<file path="config.mk">
export PLATFORM = sky130hd
export DESIGN_NAME = line_merge_unit
export DESIGN_NICKNAME = d
export VERILOG_FILES = /design/src/rtl/game_pkg.sv /design/src/rtl/tile_score.sv /design/src/rtl/line_merge_unit.sv
export SDC_FILE = /design/constraint.sdc
export NUM_CORES = 1
export LEC_CHECK = 0
export ABC_AREA = 1
export BUFFER_PORTS_ARGS = -buffer_cell sky130_fd_sc_hd__buf_4
export CAP_MARGIN = 40
export CORE_UTILIZATION = 40
export CTS_CLUSTER_SIZE = 28
export DETAILED_ROUTE_END_ITERATION = 16
export MAX_ROUTING_LAYER = met4
export SLEW_MARGIN = 20
export SYNTH_ARGS = -nofsm -noshare
export SYNTH_HDL_FRONTEND = slang
export SYNTH_HIERARCHICAL = 1
export SYNTH_SLANG_ARGS = --single-unit
</file>
<file path="constraint.sdc">
create_clock -name clk -period 2.7 [get_ports clk]
set_input_delay 0.135 -clock clk [delete_from_list [all_inputs] [get_ports clk]]
set_output_delay 0.135 -clock clk [all_outputs]
set_load 0.005 [all_outputs]
</file>
<file path="src/rtl/game_pkg.sv">
// Shared definitions for the tile line-merge datapath.
//
// Contents:
//   DEF_N_CELLS : default number of cells in one line
//   DEF_VAL_W   : default tile exponent width (0 = empty cell)
//   DEF_SCORE_W : default score accumulator width
//   state_t     : merge-pass controller states
package game_pkg;

    localparam int DEF_N_CELLS = 4;
    localparam int DEF_VAL_W   = 4;
    localparam int DEF_SCORE_W = 20;

    typedef enum logic [1:0] {
        IDLE  = 2'd0,
        SCAN  = 2'd1,
        FLUSH = 2'd2,
        DONE  = 2'd3
    } state_t;

endpackage

</file>
<file path="src/rtl/tile_score.sv">
// Converts a tile exponent e into the score earned by merging two such tiles,
// i.e. the value of the resulting tile 2^(e+1). When that value does not fit
// in SCORE_W bits, the result saturates to all ones.
//
// Ports:
//   exp_val : input  tile exponent
//   value   : output 2^(exp_val+1), saturated to SCORE_W bits
module tile_score #(
    parameter int VAL_W   = 4,
    parameter int SCORE_W = 20
) (
    input  logic [VAL_W-1:0]   exp_val,
    output logic [SCORE_W-1:0] value
);

    logic [VAL_W:0] shamt;

    assign shamt = {1'b0, exp_val} + {{VAL_W{1'b0}}, 1'b1};

    // A shift of SCORE_W or more would lose the single set bit, so that case
    // is replaced by the saturated maximum.
    always_comb begin
        value = '0;
        if (int'(shamt) >= SCORE_W) begin
            value = '1;
        end else begin
            value = {{(SCORE_W-1){1'b0}}, 1'b1} << shamt;
        end
    end

endmodule

</file>
<file path="src/rtl/line_merge_unit.sv">
// Multi-cycle slide-and-merge engine for one line of a 2048-style board.
// A pass compacts nonzero tiles towards cell 0, merging equal neighbours once
// each, and reports the resulting line, whether anything moved, how many
// merges happened and the score they earned.
//
// Ports:
//   clk       : input  clock
//   rst       : input  asynchronous active-high reset
//   start     : input  request a pass (only honoured while idle)
//   line_in   : input  line to merge, cell 0 in the low bits
//   busy      : output pass in progress (SCAN, FLUSH, DONE)
//   done      : output one-cycle pulse, results valid
//   line_out  : output merged line, same packing as line_in
//   moved     : output merged line differs from the captured input
//   merge_cnt : output merges performed in the last pass
//   score     : output score earned in the last pass (saturating)
module line_merge_unit
    import game_pkg::*;
#(
    parameter int N_CELLS = DEF_N_CELLS,
    parameter int VAL_W   = DEF_VAL_W,
    parameter int SCORE_W = DEF_SCORE_W
) (
    input  logic                       clk,
    input  logic                       rst,
    input  logic                       start,
    input  logic [N_CELLS*VAL_W-1:0]   line_in,
    output logic                       busy,
    output logic                       done,
    output logic [N_CELLS*VAL_W-1:0]   line_out,
    output logic                       moved,
    output logic [$clog2(N_CELLS):0]   merge_cnt,
    output logic [SCORE_W-1:0]         score
);

    localparam int IDX_W = $clog2(N_CELLS);
    localparam int CNT_W = $clog2(N_CELLS) + 1;
    localparam logic [VAL_W-1:0] MAX_EXP  = '1;
    localparam logic [IDX_W-1:0] LAST_IDX = IDX_W'(N_CELLS - 1);

    state_t state;
    state_t state_nxt;

    logic [VAL_W-1:0]   cap  [N_CELLS];
    logic [VAL_W-1:0]   work [N_CELLS];
    logic [VAL_W-1:0]   fin  [N_CELLS];
    logic [IDX_W-1:0]   idx;
    logic [IDX_W-1:0]   wptr;
    logic [VAL_W-1:0]   pend;
    logic               pend_v;
    logic [CNT_W-1:0]   mcnt;
    logic [SCORE_W-1:0] acc;

    logic [VAL_W-1:0]   cur;
    logic               do_merge;
    logic               do_push;
    logic [SCORE_W-1:0] merge_pts;
    logic [SCORE_W:0]   acc_sum;
    logic [SCORE_W-1:0] acc_next;

    logic [N_CELLS*VAL_W-1:0] cap_flat;
    logic [N_CELLS*VAL_W-1:0] fin_flat;

    assign busy = (state != IDLE);
    assign done = (state == DONE);

    // State register.
    always_ff @(posedge clk or posedge rst) begin
        if (rst) begin
            state <= IDLE;
        end else begin
            state <= state_nxt;
        end
    end

    // Next-state logic: SCAN lasts one cycle per cell, then a single FLUSH
    // and a single DONE cycle before start is looked at again.
    always_comb begin
        state_nxt = state;
        case (state)
            IDLE:    if (start) state_nxt = SCAN;
            SCAN:    if (idx == LAST_IDX) state_nxt = FLUSH;
            FLUSH:   state_nxt = DONE;
            DONE:    state_nxt = IDLE;
            default: state_nxt = IDLE;
        endcase
    end

    // Per-cell decision. A merge consumes the pending tile, so the merged
    // result can never be the pending tile of a later merge in this pass.
    // Saturated tiles are excluded from merging.
    always_comb begin
        cur      = cap[idx];
        do_merge = (cur != '0) && pend_v && (pend == cur) && (cur != MAX_EXP);
        do_push  = (cur != '0) && pend_v && !do_merge;
    end

    tile_score #(
        .VAL_W   (VAL_W),
        .SCORE_W (SCORE_W)
    ) u_tile_score (
        .exp_val (cur),
        .value   (merge_pts)
    );

    // Saturating accumulation of the score for the current pass.
    always_comb begin
        acc_sum  = {1'b0, acc} + {1'b0, merge_pts};
        acc_next = acc_sum[SCORE_W] ? '1 : acc_sum[SCORE_W-1:0];
    end

    // Final line: the work buffer with any still-pending tile dropped at the
    // write pointer. Cells above it were cleared at start and stay zero.
    always_comb begin
        for (int i = 0; i < N_CELLS; i++) begin
            fin[i] = work[i];
        end
        if (pend_v) begin
            fin[wptr] = pend;
        end
        cap_flat = '0;
        fin_flat = '0;
        for (int i = 0; i < N_CELLS; i++) begin
            cap_flat[i*VAL_W +: VAL_W] = cap[i];
            fin_flat[i*VAL_W +: VAL_W] = fin[i];
        end
    end

    // Datapath: capture on start, one cell per SCAN cycle, publish all
    // results together when leaving FLUSH.
    always_ff @(posedge clk or posedge rst) begin
        if (rst) begin
            for (int i = 0; i < N_CELLS; i++) begin
                cap[i]  <= '0;
                work[i] <= '0;
            end
            idx       <= '0;
            wptr      <= '0;
            pend      <= '0;
            pend_v    <= 1'b0;
            mcnt      <= '0;
            acc       <= '0;
            line_out  <= '0;
            moved     <= 1'b0;
            merge_cnt <= '0;
            score     <= '0;
        end else begin
            case (state)
                IDLE: begin
                    if (start) begin
                        for (int i = 0; i < N_CELLS; i++) begin
                            cap[i]  <= line_in[i*VAL_W +: VAL_W];
                            work[i] <= '0;
                        end
                        idx    <= '0;
                        wptr   <= '0;
                        pend   <= '0;
                        pend_v <= 1'b0;
                        mcnt   <= '0;
                        acc    <= '0;
                    end
                end
                SCAN: begin
                    idx <= idx + IDX_W'(1);
                    if (do_merge) begin
                        work[wptr] <= cur + VAL_W'(1);
                        wptr       <= wptr + IDX_W'(1);
                        pend_v     <= 1'b0;
                        mcnt       <= mcnt + CNT_W'(1);
                        acc        <= acc_next;
                    end else if (do_push) begin
                        work[wptr] <= pend;
                        wptr       <= wptr + IDX_W'(1);
                        pend       <= cur;
                    end else if (cur != '0) begin
                        pend   <= cur;
                        pend_v <= 1'b1;
                    end
                end
                FLUSH: begin
                    line_out  <= fin_flat;
                    moved     <= (fin_flat != cap_flat);
                    merge_cnt <= mcnt;
                    score     <= acc;
                end
                default: begin
                end
            endcase
        end
    end

endmodule

</file>
==> out/qor.csv <==
stage,metric,value,unit
status,status,"finished, violations left",
status,violations,negative setup slack,
route,drt-wirelength-per-cell,14.39,um
route,antenna_left,0,
floorplanning,io_pins,61,
finish,diodes,0,
timing,final-setup-viol-count,20,
floorplanning,rows,48,
setup_path,crit_top_cell,nand2_1,
finish,areaGrowthSynthToFinish,27.98,%
cts,cts-buffers-inserted,9,
finish,drive_gt1_share,25.79,%
synthesis,postSynthCellCount,1052,
setup_path,critical_path.max_stage_delay,0.47,ns
setup_path,r2r-end,acc[19],
route,drtIter0Drc,388,
power_and_ir_drop,powerDensity,920.2,mW/mm^2
route,drc,0,
floorplanning,die_h,136.0,um
finish,n_fill_cell,1738,
setup_path,start_kind,flip-flop,
setup_path,critical_path_class,reg2reg,
timing,rsz0062_at_grt,true,
synthesis,ys_seq_area_share,36.91,%
timing,final.setup_skew,0.01069,ns
finish,multi_input_area,0.004188,mm^2
setup_path,timing.rr.start,idx[0],
cts,cts.clk_slew.worst_paths,0.08,ns
cts,htreeDepth,3,
worst_hold_path,whs_endpoint,cap[15],
placed_design,gp_congestion,0.9302,
power_and_ir_drop,p_leak,4.751,nW
synthesis,ys_ff_latch,106,
synthesis,synth.distinct_cells,43,
timing,fin_crit_sh,103.4,%
route,wirelength,20530,um
timing,max-slew-margin-rel,60.42,%
setup_path,worst_path_max_delay_cell,dfrtp_2,
finish,seqCellArea,0.002654,mm^2
cts,root_buffer,clkbuf_16,
setup_path,crit_required,2.95,ns
global_routing,grt_antenna_before_repair,0,
worst_hold_path,hold_path_class,in2reg,
route,firstDrtPassIters,7,
global_routing,grt_max_degree,107,
synthesis,synthesis.area,0.007186,mm^2
route,via_per_inst,4.961,
cts,cts_tree,done,
floorplanning,initial_core_util,41.26,%
setup_path,end_kind,flip-flop,
finish,nNetsFinal,1250,
placed_design,port_buffers,60,
floorplanning,die_area,0.01850,mm^2
synthesis,yosysWarnings,6,
placed_design,dp_hpwl,15050,um
timing,hold_violations,0,
global_routing,grt_usage,24.24,%
flow_run,cap_violations,0,
global_routing,grt_pass1_vias,6726,
power_and_ir_drop,ir_drop,449.8,uV
timing,fmax,358.2,MHz
timing,tightest_slew,0.5937,ns
floorplanning,coreArea,0.01742,mm^2
route,num_vias,7080,
setup_path,reg2reg_depth,18,
timing,postLayoutSetupSlackWorst,-0.09201,ns
floorplanning,die_w,136.0,um
cts,cts.sinks,106,
finish,stdcell_area,0.009196,mm^2
global_routing,grt_pass1_wl,33500,um
timing,slew_viol_final,0,
worst_hold_path,hp-start,line_in[3],
cts,clk_latency,0.36,ns
setup_path,worst-r2r-setup-slack,-0.09,ns
setup_path,crit_chain,"buf_6, nand2_1, nand2_1, nand2_2, nand2_4, buf_6, nand3_2, nor2_2, ha_1, a21oi_2, o21ai_1, a21oi_1, nand2_2, nor2_4, buf_6, nand2_1, o21ai_2, nand2_1",
placed_design,placed_area,0.008433,mm^2
setup_path,crit_path_max_fanout,7,
global_routing,overflow,0,
finish,postLayoutCoreUtil,52.80,%
worst_hold_path,whs_path_depth,3,
synthesis,avgSynthCellArea,6.830,um^2
cts,clockBufferDepth,2,
setup_path,critPathArrivalTime,3.05,ns
timing,period_minus_slack,2.792,ns
==> cells by family (layout without fill, tap and decap cells) <==
family	count (synthesis)	count (layout)	share of synthesized area (%)
buffers and inverters	148	295	8.776
AOI/OAI and AO/OA	155	155	12.12
and+or+nand+nor	601	601	35.28
xor gates and xnor gates	7	7	0.8532
DFF	106	106	36.91
muxes	1	1	0.1567
adders and majority gates	33	33	5.851
other	1	4	0.05219
==> flip-flops by register name, summed over array words and instances, names as in the netlist <==
register   flops
merge_cnt      3
wptr           2
score         20
acc           20
state          2
pend_v         1
mcnt           3
work          16
moved          1
line_out      16
pend           4
cap           16
idx            2
==> synthesized netlist by cell type, drive strengths merged <==
cell / count / area share [%]
nand2: 405 / 22
inv: 108 / 5.7
nor2: 107 / 6.0
dfrtp: 106 / 37
o21ai: 100 / 7.6
nand3: 79 / 6.2
a21oi: 42 / 3.1
ha: 32 / 5.6
clkbuf: 23 / 1.2
buf: 16 / 1.8
o211ai: 6 / 0.63
xor2: 6 / 0.73
nand4: 4 / 0.35
a21o: 3 / 0.31
nor3: 3 / 0.21
a21boi: 1 / 0.10
and2: 1 / 0.087
clkinv: 1 / 0.12
conb: 1 / 0.052
fa: 1 / 0.28
mux2: 1 / 0.16
nand3b: 1 / 0.10
o21a: 1 / 0.10
o21bai: 1 / 0.10
o22ai: 1 / 0.087
or2: 1 / 0.087
xnor2: 1 / 0.12
==> cells in the final DEF (no fill, tap or decap), types with 27 or more instances in the layout <==
| cell type | instances |
|---|---|
| buf_4 | 159 |
| nor2_1 | 85 |
| ha_1 | 27 |
| nand2_1 | 364 |
| nand2_2 | 36 |
| dfrtp_1 | 105 |
| inv_1 | 98 |
| a21oi_1 | 29 |
| o21ai_0 | 73 |
| nand3_1 | 65 |
==> final cells by class <==
cell class              count  share of cell area (%)
well taps                 225                   3.061
multi-input cells         801                   45.54
repair inverters            1                 0.08163
inverters                 109                   4.680
repair buffers            170                   14.53
clock inverters             6                  0.8027
clock buffers               9                   2.449
flip-flops and latches    106                   28.86
==> power by group <==
group	total [mW]	internal [mW]	switching (mW)
combinational	4.93	1.92	3.01
sequential	2.15	1.87	0.281
clock	1.38	0.731	0.650
==> critical path: cells and delay by family (launching register included) <==
kind                     cells  cell delay (ns)
AND/OR/NAND/NOR             10             0.94
AO/OA/AOI/OAI                4             0.61
flip-flops                   1             0.47
buffers and inverters        3             0.39
adder cells (fa/ha/maj)      1             0.28
==> worst max path at each step <==
stage	start	end
after floorplan	idx[0]	acc[2]
after global placement	idx[0]	acc[9]
after detailed placement	idx[0]	acc[9]
after CTS	idx[0]	acc[19]
after global routing	idx[0]	acc[11]
final	idx[0]	acc[19]
==> layer usage <==
metal  GRT usage, %  part of all wire [%]  wire length (um)
met1          29.25                    44              9021
met2          40.30                    50             10280
met3          3.430                   2.9               605
met4          10.31                   3.0               622
met5              -                     0                 0
==> what timing repair did <==
action | in CTS | in global routing
endpoints found under the hold margin | 87 | 0
hold buffers | 1 | 0
setup endpoints to repair | 20 | 20
resized for setup | 75 | 15
buffers inserted | 12 | 4
cloned | 3 | 0
pin swaps | 19 | 3
==> through the flow <==
step | power, mW | instances | hold WS [ns] | setup TNS, ns | setup slack [ns]
floorplan | 4.849 | 1055 | 0.2855 | 0 | 0.04568
global placement | 6.411 | 1392 | 0.3514 | -4.030 | -0.2676
detailed placement | 6.453 | 1392 | 0.3568 | -4.596 | -0.2722
CTS | 8.370 | 1423 | 0.007363 | -0.02376 | -0.01611
global route | 9.136 | 1427 | 0.007862 | -4.393 | -0.2476
finish | 8.462 | 1427 | 0.01147 | -1.322 | -0.09201
No activity file was read; power rests on OpenSTA's default activity.
